$ cat src/rtl/reg_file_2w2r_if.sv
// Bus bundle for the two-write/two-read register file.
// Master drives indices and write data; slave returns reads and the conflict flag.
interface reg_file_2w2r_if #(
  parameter int DATA_W = 32,
  parameter int ADDR_W = 5
);
  logic [ADDR_W-1:0] R_reg1;
  logic [ADDR_W-1:0] R_reg2;
  logic [DATA_W-1:0] R_data1;
  logic [DATA_W-1:0] R_data2;
  logic [ADDR_W-1:0] W_reg0;
  logic [DATA_W-1:0] W_data0;
  logic              RegWrite0;
  logic [ADDR_W-1:0] W_reg1;
  logic [DATA_W-1:0] W_data1;
  logic              RegWrite1;
  logic              W_conflict;

  modport master (
    output R_reg1, R_reg2,
    output W_reg0, W_data0, RegWrite0,
    output W_reg1, W_data1, RegWrite1,
    input  R_data1, R_data2, W_conflict
  );

  modport slave (
    input  R_reg1, R_reg2,
    input  W_reg0, W_data0, RegWrite0,
    input  W_reg1, W_data1, RegWrite1,
    output R_data1, R_data2, W_conflict
  );
endinterface

$ cat src/rtl/reg_file_2w2r.sv
// Two-write, two-read register file; port 1 wins same-index writes.
// Optional macro REGFILE_BYPASS_EN forwards pending write data to reads.
module reg_file_2w2r #(
  parameter int DATA_W   = 32,
  parameter int ADDR_W   = 5,
  parameter int ZERO_REG = 1
) (
  input logic            CLK,
  input logic            nRST,
  reg_file_2w2r_if.slave bus
);

  localparam int DEPTH = 2 ** ADDR_W;
  localparam bit ZR    = (ZERO_REG != 0);

  logic [DATA_W-1:0] r_mem [DEPTH];
  logic              r_conflict;
  logic              w_we0;
  logic              w_we1;
  logic [DATA_W-1:0] w_rd1;
  logic [DATA_W-1:0] w_rd2;

  assign w_we0 = bus.RegWrite0 && !(ZR && bus.W_reg0 == '0);
  assign w_we1 = bus.RegWrite1 && !(ZR && bus.W_reg1 == '0);

  // Port 1 is applied last so it overrides port 0 on the same index.
  always_ff @(posedge CLK or negedge nRST) begin
    if (!nRST) begin
      for (int i = 0; i < DEPTH; i++) begin
        r_mem[i] <= '0;
      end
      r_conflict <= 1'b0;
    end else begin
      if (w_we0) begin
        r_mem[bus.W_reg0] <= bus.W_data0;
      end
      if (w_we1) begin
        r_mem[bus.W_reg1] <= bus.W_data1;
      end
      r_conflict <= bus.RegWrite0 && bus.RegWrite1 &&
                    (bus.W_reg0 == bus.W_reg1);
    end
  end

  function automatic logic [DATA_W-1:0] rd_sel(
    input logic [ADDR_W-1:0] a
  );
    logic [DATA_W-1:0] v;
    v = r_mem[a];
`ifdef REGFILE_BYPASS_EN
    if (bus.RegWrite1 && bus.W_reg1 == a) begin
      v = bus.W_data1;
    end else if (bus.RegWrite0 && bus.W_reg0 == a) begin
      v = bus.W_data0;
    end
`endif
    if (!nRST || (ZR && a == '0)) begin
      v = '0;
    end
    return v;
  endfunction

  always_comb begin
    w_rd1 = rd_sel(bus.R_reg1);
    w_rd2 = rd_sel(bus.R_reg2);
  end

  assign bus.R_data1    = w_rd1;
  assign bus.R_data2    = w_rd2;
  assign bus.W_conflict = r_conflict;

endmodule

$ cat src/flat_wrapper.sv
// flat-port wrapper written by rule: the top's interface ports become plain ports
module reg_file_2w2r_flat 
#(
  parameter int DATA_W   = 32,
  parameter int ADDR_W   = 5,
  parameter int ZERO_REG = 1
)
  (CLK, nRST, bus_R_reg1, bus_R_reg2, bus_W_reg0, bus_W_data0, bus_RegWrite0, bus_W_reg1, bus_W_data1, bus_RegWrite1, bus_R_data1, bus_R_data2, bus_W_conflict);
  reg_file_2w2r_if #(.DATA_W(DATA_W), .ADDR_W(ADDR_W)) bus_i ();
  input logic CLK;
  input logic nRST;
  input wire logic [$bits(bus_i.R_reg1)-1:0] bus_R_reg1;
  input wire logic [$bits(bus_i.R_reg2)-1:0] bus_R_reg2;
  input wire logic [$bits(bus_i.W_reg0)-1:0] bus_W_reg0;
  input wire logic [$bits(bus_i.W_data0)-1:0] bus_W_data0;
  input wire logic [$bits(bus_i.RegWrite0)-1:0] bus_RegWrite0;
  input wire logic [$bits(bus_i.W_reg1)-1:0] bus_W_reg1;
  input wire logic [$bits(bus_i.W_data1)-1:0] bus_W_data1;
  input wire logic [$bits(bus_i.RegWrite1)-1:0] bus_RegWrite1;
  output wire logic [$bits(bus_i.R_data1)-1:0] bus_R_data1;
  output wire logic [$bits(bus_i.R_data2)-1:0] bus_R_data2;
  output wire logic [$bits(bus_i.W_conflict)-1:0] bus_W_conflict;
  assign bus_i.R_reg1 = bus_R_reg1;
  assign bus_i.R_reg2 = bus_R_reg2;
  assign bus_i.W_reg0 = bus_W_reg0;
  assign bus_i.W_data0 = bus_W_data0;
  assign bus_i.RegWrite0 = bus_RegWrite0;
  assign bus_i.W_reg1 = bus_W_reg1;
  assign bus_i.W_data1 = bus_W_data1;
  assign bus_i.RegWrite1 = bus_RegWrite1;
  assign bus_R_data1 = bus_i.R_data1;
  assign bus_R_data2 = bus_i.R_data2;
  assign bus_W_conflict = bus_i.W_conflict;
  reg_file_2w2r #(.DATA_W(DATA_W), .ADDR_W(ADDR_W), .ZERO_REG(ZERO_REG)) u_core (.CLK(CLK), .nRST(nRST), .bus(bus_i));
endmodule
$ cat config.mk
export PLATFORM = sky130hd
export DESIGN_NAME = reg_file_2w2r_flat
export DESIGN_NICKNAME = d
export VERILOG_FILES = /design/src/rtl/reg_file_2w2r_if.sv /design/src/rtl/reg_file_2w2r.sv /design/src/flat_wrapper.sv
export SDC_FILE = /design/constraint.sdc
export NUM_CORES = 2
export LEC_CHECK = 0
export ABC_CLOCK_PERIOD_IN_PS = 2300
export BUFFER_PORTS_ARGS = -buffer_cell sky130_fd_sc_hd__buf_2
export CELL_PAD_IN_SITES_DETAIL_PLACEMENT = 2
export CELL_PAD_IN_SITES_GLOBAL_PLACEMENT = 2
export CORE_UTILIZATION = 40
export DETAILED_ROUTE_END_ITERATION = 7
export GPL_ROUTABILITY_DRIVEN = 0
export HOLD_SLACK_MARGIN = 0.06
export PLACE_DENSITY_LB_ADDON = 0.1
export RECOVER_POWER = 50
export REMOVE_ABC_BUFFERS = 1
export SYNTH_ARGS = -nofsm -noshare
export SYNTH_HDL_FRONTEND = slang
export SYNTH_SLANG_ARGS = --single-unit
$ cat constraint.sdc
create_clock -name CLK -period 2.3 [get_ports CLK]
set_input_delay 0.23 -clock CLK [delete_from_list [all_inputs] [get_ports CLK]]
set_output_delay 0.23 -clock CLK [all_outputs]
set_load 0.005 [all_outputs]
## After elaboration in Yosys (flattened, before gate mapping)

Cells that the tools add are included.

| storage, ports and cells | value |
|---|---|
| flip-flop bits (word level) | 1,025 |
| word-level logic and storage cells | 75 |
| output and inout bits | 65 |

| operators by class | value |
|---|---|
| order comparisons | 6 |
| equality and inequality tests | 1 |
| mux-type cells | 16 |
| bitwise logic cells | 4 |
| reduce and logical (&&, ||, !) cells | 15 |

Operators by type and width:

| kind | number |
|---|---|
| bitwise mux 1024 bit | 2 |
| 2-to-1 mux 1024 bit | 2 |
| binary-select mux 32 bit (select 5 bit) | 2 |
| demux 32 bit (select 5 bit) | 2 |
| 2-to-1 mux 32 bit | 8 |
| >= comparator 6 bit, second input constant | 4 |
| inverter 5 -> 6 bit | 4 |
| logical NOT 5 bit | 4 |
| < comparator 6 x 1 -> 1 bit, second input constant | 2 |
| logical AND 1 bit | 6 |
| equality test 5 bit | 1 |
| logical NOT 1 bit | 3 |
| logical OR 1 bit | 2 |

## Longest topological paths before layout

| depth | value |
|---|---|
| depth after elaboration | 9 |
| depth in mapped cells | 9 |
| mapped depth without buffers | 4 |

## Worst setup path after synthesis

No wires, ideal clock.

| path | value |
|---|---|
| path type | input -> output |
| from | input bus_R_reg2[1] |
| to | output bus_R_data2[10] |
| stages on the path | 7 |
| setup slack | 411 ps |
| buffers on the path | 3 |
| data arrival time | 1,659 ps |
| cell sequence | buf_2 -> buf_2 -> clkbuf_1 -> mux4_2 -> a22oi_1 -> o31a_1 -> nand4_1 |

| on the way | value |
|---|---|
| word-level cells in the longest chain between the ends | 5 |
| elaborated cells between the ends (all ways) | 7 |
| those cells by class | 4 x mux; 1 x bitwise; 2 x reduce/logical |

RTL lines:

| what | line | source |
|---|---|---|
| from (decl) | flat_wrapper.sv:13 | `input wire logic [$bits(bus_i.R_reg2)-1:0] bus_R_reg2;` |
| inverter 5 -> 6 bit (not written as such) | reg_file_2w2r.sv:49 | `v = r_mem[a];` |
| binary-select mux 32 bit (select 5 bit) | reg_file_2w2r.sv:49 |  |
| 2-to-1 mux 32 bit (not written as such) (2 in series) | reg_file_2w2r.sv:49 |  |
| 2-to-1 mux 32 bit * | reg_file_2w2r.sv:57 | `if (!nRST \|\| (ZR && a == '0)) begin` |
| to (decl) | flat_wrapper.sv:21 | `output wire logic [$bits(bus_i.R_data2)-1:0] bus_R_data2;` |

Every way passes the cells marked *; elsewhere a longest branch is shown, timed or not. The select of a mux whose other input is x is not followed.

## Worst setup path after layout

| path | value |
|---|---|
| from | register u_core.r_mem[641] (netlist bit) |
| to | output bus_R_data1[1] |

| on the way | value |
|---|---|
| word-level cells in the longest chain between the ends | 4 |

RTL lines:

| what | line | source |
|---|---|---|
| from (decl) | reg_file_2w2r.sv:16 | `logic [DATA_W-1:0] r_mem [DEPTH];` |
| from (signal, indexed assignment) | reg_file_2w2r.sv:35 | `r_mem[bus.W_reg0] <= bus.W_data0;` |
| from (signal, indexed assignment) | reg_file_2w2r.sv:38 | `r_mem[bus.W_reg1] <= bus.W_data1;` |
| binary-select mux 32 bit (select 5 bit) | reg_file_2w2r.sv:49 |  |
| 2-to-1 mux 32 bit (not written as such) (2 in series) | reg_file_2w2r.sv:49 |  |
| 2-to-1 mux 32 bit | reg_file_2w2r.sv:57 |  |
| to (decl) | flat_wrapper.sv:20 | `output wire logic [$bits(bus_i.R_data1)-1:0] bus_R_data1;` |

No other way between the ends. The select of a mux whose other input is x is not followed.

==> metrics.txt <==
final hold violation count=0; core area=159000 sq um; Fillers=16228; Nets=6502; quantity of I/O buffers inserted on ports=152; Slew @ Worst Pin=1490 ps; Initial Util=40.4%; synthesized netlist cell count=~6400; vias=around 57000; leakage=33.2 nW; H-tree levels=4; DRT Wirelength=314 mm; Setup Viol. Count Final=910; Hold Path Class=in2reg; crit path setup slack, layout=-719 ps; total of max-cap violations=0; top-count cell post-synth=mux2i_1; chip height=~400 um; CTS sink count=1025; antenna violations before repair=12; # rows=about 150; ratio of final minimum period to clock period=131%; vias in the first global route=~61000; total CTS buffers=133; Post-synth EDFFs=0; top post-synthesis cells by area=dfrtp_1, mux2i_1, mux4_2, a21oi_1, nor2_1; DP Wirelength=199 mm; area grow syn2layout=17.5%; critical path type=reg2out; Synth Register Bits=1025; Starting DRT DRC Count=4883; Crit. End Element=output pin; crit path time final=3020 ps; Post-Route Setup TNS=-311590 ps; Primary FF master, synth=dfrtp_1; grt ovf=0; CTS tree=built; Max stage delay on crit path=480 ps; gr usage total=38.4%; Die X=402 um; arrival time worst endpoint=2790 ps; critical path required time=2070 ps; CP startpoint kind=register; CP max FO=2; Synth warnings=0; IO Count=153; largest area contributor in the netlist=dfrtp_1; Seq/Total Area, Yosys=40.0%; Die ar.=162000 sq um; total DRC errors in the routed layout=0; fmax=331 MHz; relative slew slack=0.958%; Initial DRT Pass Iterations=5; Routed WL per cell=36.6 um; ys async rst share=100%; clk slew on worst S/H paths=60 ps; share of cells above drive strength 1=21.2%; failing checks=setup timing; Synth top area share=40.0%; CTS Buffer Depth=3; Avg Inst Size Synth=10.0 sq um; most instantiated cells after synthesis=mux2i_1, dfrtp_1, nor2_1; vias per cell=between 6 and 7; FF/Latch Area=25600 sq um; global-route wire length before repair=approximately 450 mm; critical-path cell list=mux4_2, a22o_1, a31oi_1, nand4_1, buf_4, buf_6; Pwr Total=~65 mW; clock skew=0 ps; Slowest cell on crit path=mux4_2; outcome=finished, violations left; Max VDD drop=0.849 mV; largest net degree at the start of global routing=140; P per Cell Area=862 nW/um^2; Root Buffer Master=clkbuf_16; ANT nets after route=0; clk_lat worst skew=just under 800 ps; area of the multi-input gates=~36000 sq um; Yosys cell types=48; final max-slew violation count=0; Post-Syn Area=64100 sq um; RSZ-0062 raised after global routing=yes
layout by cell type, fill, tap and decap left out, types with 12 or more instances in the layout:
master,count
mux2i_1,1252
dfrtp_1,1025
nor2_1,680
a21oi_1,672
nand2_1,356
o21ai_0,325
mux4_2,252
buf_4,231
mux2_2,195
buf_12,164
buf_2,141
clkbuf_16,136
nand3_1,132
a22oi_1,129
nor2b_1,71
nand4_1,68
a211oi_1,65
o22ai_1,65
o21ai_1,59
dlygate4sd3_1,50
clkbuf_1,36
or3_1,32
a22oi_2,32
o31a_1,32
a22o_1,31
clkbuf_4,25
clkbuf_8,24
clkinv_2,24
nor2_4,16
buf_6,16
a31oi_1,15
nand2_4,13
clkbuf_2,13
bufinv_16,12
metal layers:
layer	track usage (%)	routed length [um]	vias up
li1	-	-	23254
met1	49.1	128000	30753
met2	62.1	147000	2353
met3	6.39	19400	891
met4	21.3	20500	4
met5	0	27	-
flip-flops by register name (all words and copies together), names as in the netlist:
register               cells
u_core.bus.W_conflict      1
u_core.r_mem            1024
report_power, final:
part           leakage, nW  switching, mW  total [mW]  internal [mW]
registers             12.4           4.33        27.1           22.8
clock network         2.20           8.91        21.9           13.0
logic                 18.6           7.81        15.9           8.13
worst paths after layout:
path / from / end / slack, ps / cells after the start
worst max-delay path: u_core.r_mem[641]$_DFF_PN0_ / bus_R_data1[1] / -720 / 6
worst min-delay path: bus_W_data0[24] / u_core.r_mem[856]$_DFF_PN0_ / 90 / 3
worst max register to register: u_core.r_mem[644]$_DFF_PN0_ / u_core.r_mem[644]$_DFF_PN0_ / 980 / 3
worst min register to register: u_core.r_mem[1019]$_DFF_PN0_ / u_core.r_mem[1019]$_DFF_PN0_ / 400 / 0
max in group asynchronous: nRST / u_core.r_mem[497]$_DFF_PN0_ / -540 / 5
min in group asynchronous: nRST / u_core.r_mem[37]$_DFF_PN0_ / 570 / 3
worst max-delay path: cells and delay by family (launching register included):
family                 cells  cell delay (ps)
multiplexers               1              480
flip-flops                 1              410
buffers and inverters      2              400
AND/OR/NAND/NOR            1              370
AO/OA/AOI/OAI              2              360
cell type report:
type | count | area share, %
multi-input combinational | 4598 | 47.6
sequential | 1025 | 34.1
timing repair buffer | 656 | 9.04
clock buffer | 188 | 5.10
tap | 2072 | 3.44
clock inverter | 48 | 0.787
antenna | 5 | 0.0166
repair_timing:
item                                    4_1_cts  5_1_grt
endpoints found under the setup margin       64      132
hold buffers                                 51        0
pin swaps                                   103       24
resized for setup                            59        9
setup buffers                                29        6
endpoints found under the hold margin      1153        0
logic make-up (layout without fill, tap and decap cells):
group	after synthesis	after routing	share of synthesized area, %
multiplexers	1699	1699	31.8
AND/OR/NAND/NOR	1451	1451	10.0
AO/OA/AOI/OAI	1443	1443	12.7
flip-flops	1025	1025	40.0
buffers and inverters	774	892	5.36
XOR/XNOR	5	5	0.0683
other	0	5	0
through the flow:
step | setup WS (ps) | std cells | area (sq um) | utilization (%) | hold slack [ps]
after floorplan | -2100 | 5623 | 60700 | - | -65.6
after global placement | -591 | 8268 | 70300 | 44.3 | 228
after detailed placement | -632 | 8268 | 70300 | 44.3 | 231
after CTS | -707 | 8582 | 75800 | 47.7 | 60.3
after global routing | -763 | 8588 | 75300 | 47.4 | 96.3
final | -719 | 8592 | 75300 | 47.4 | 87.3
(Power assumes the default switching activity.)
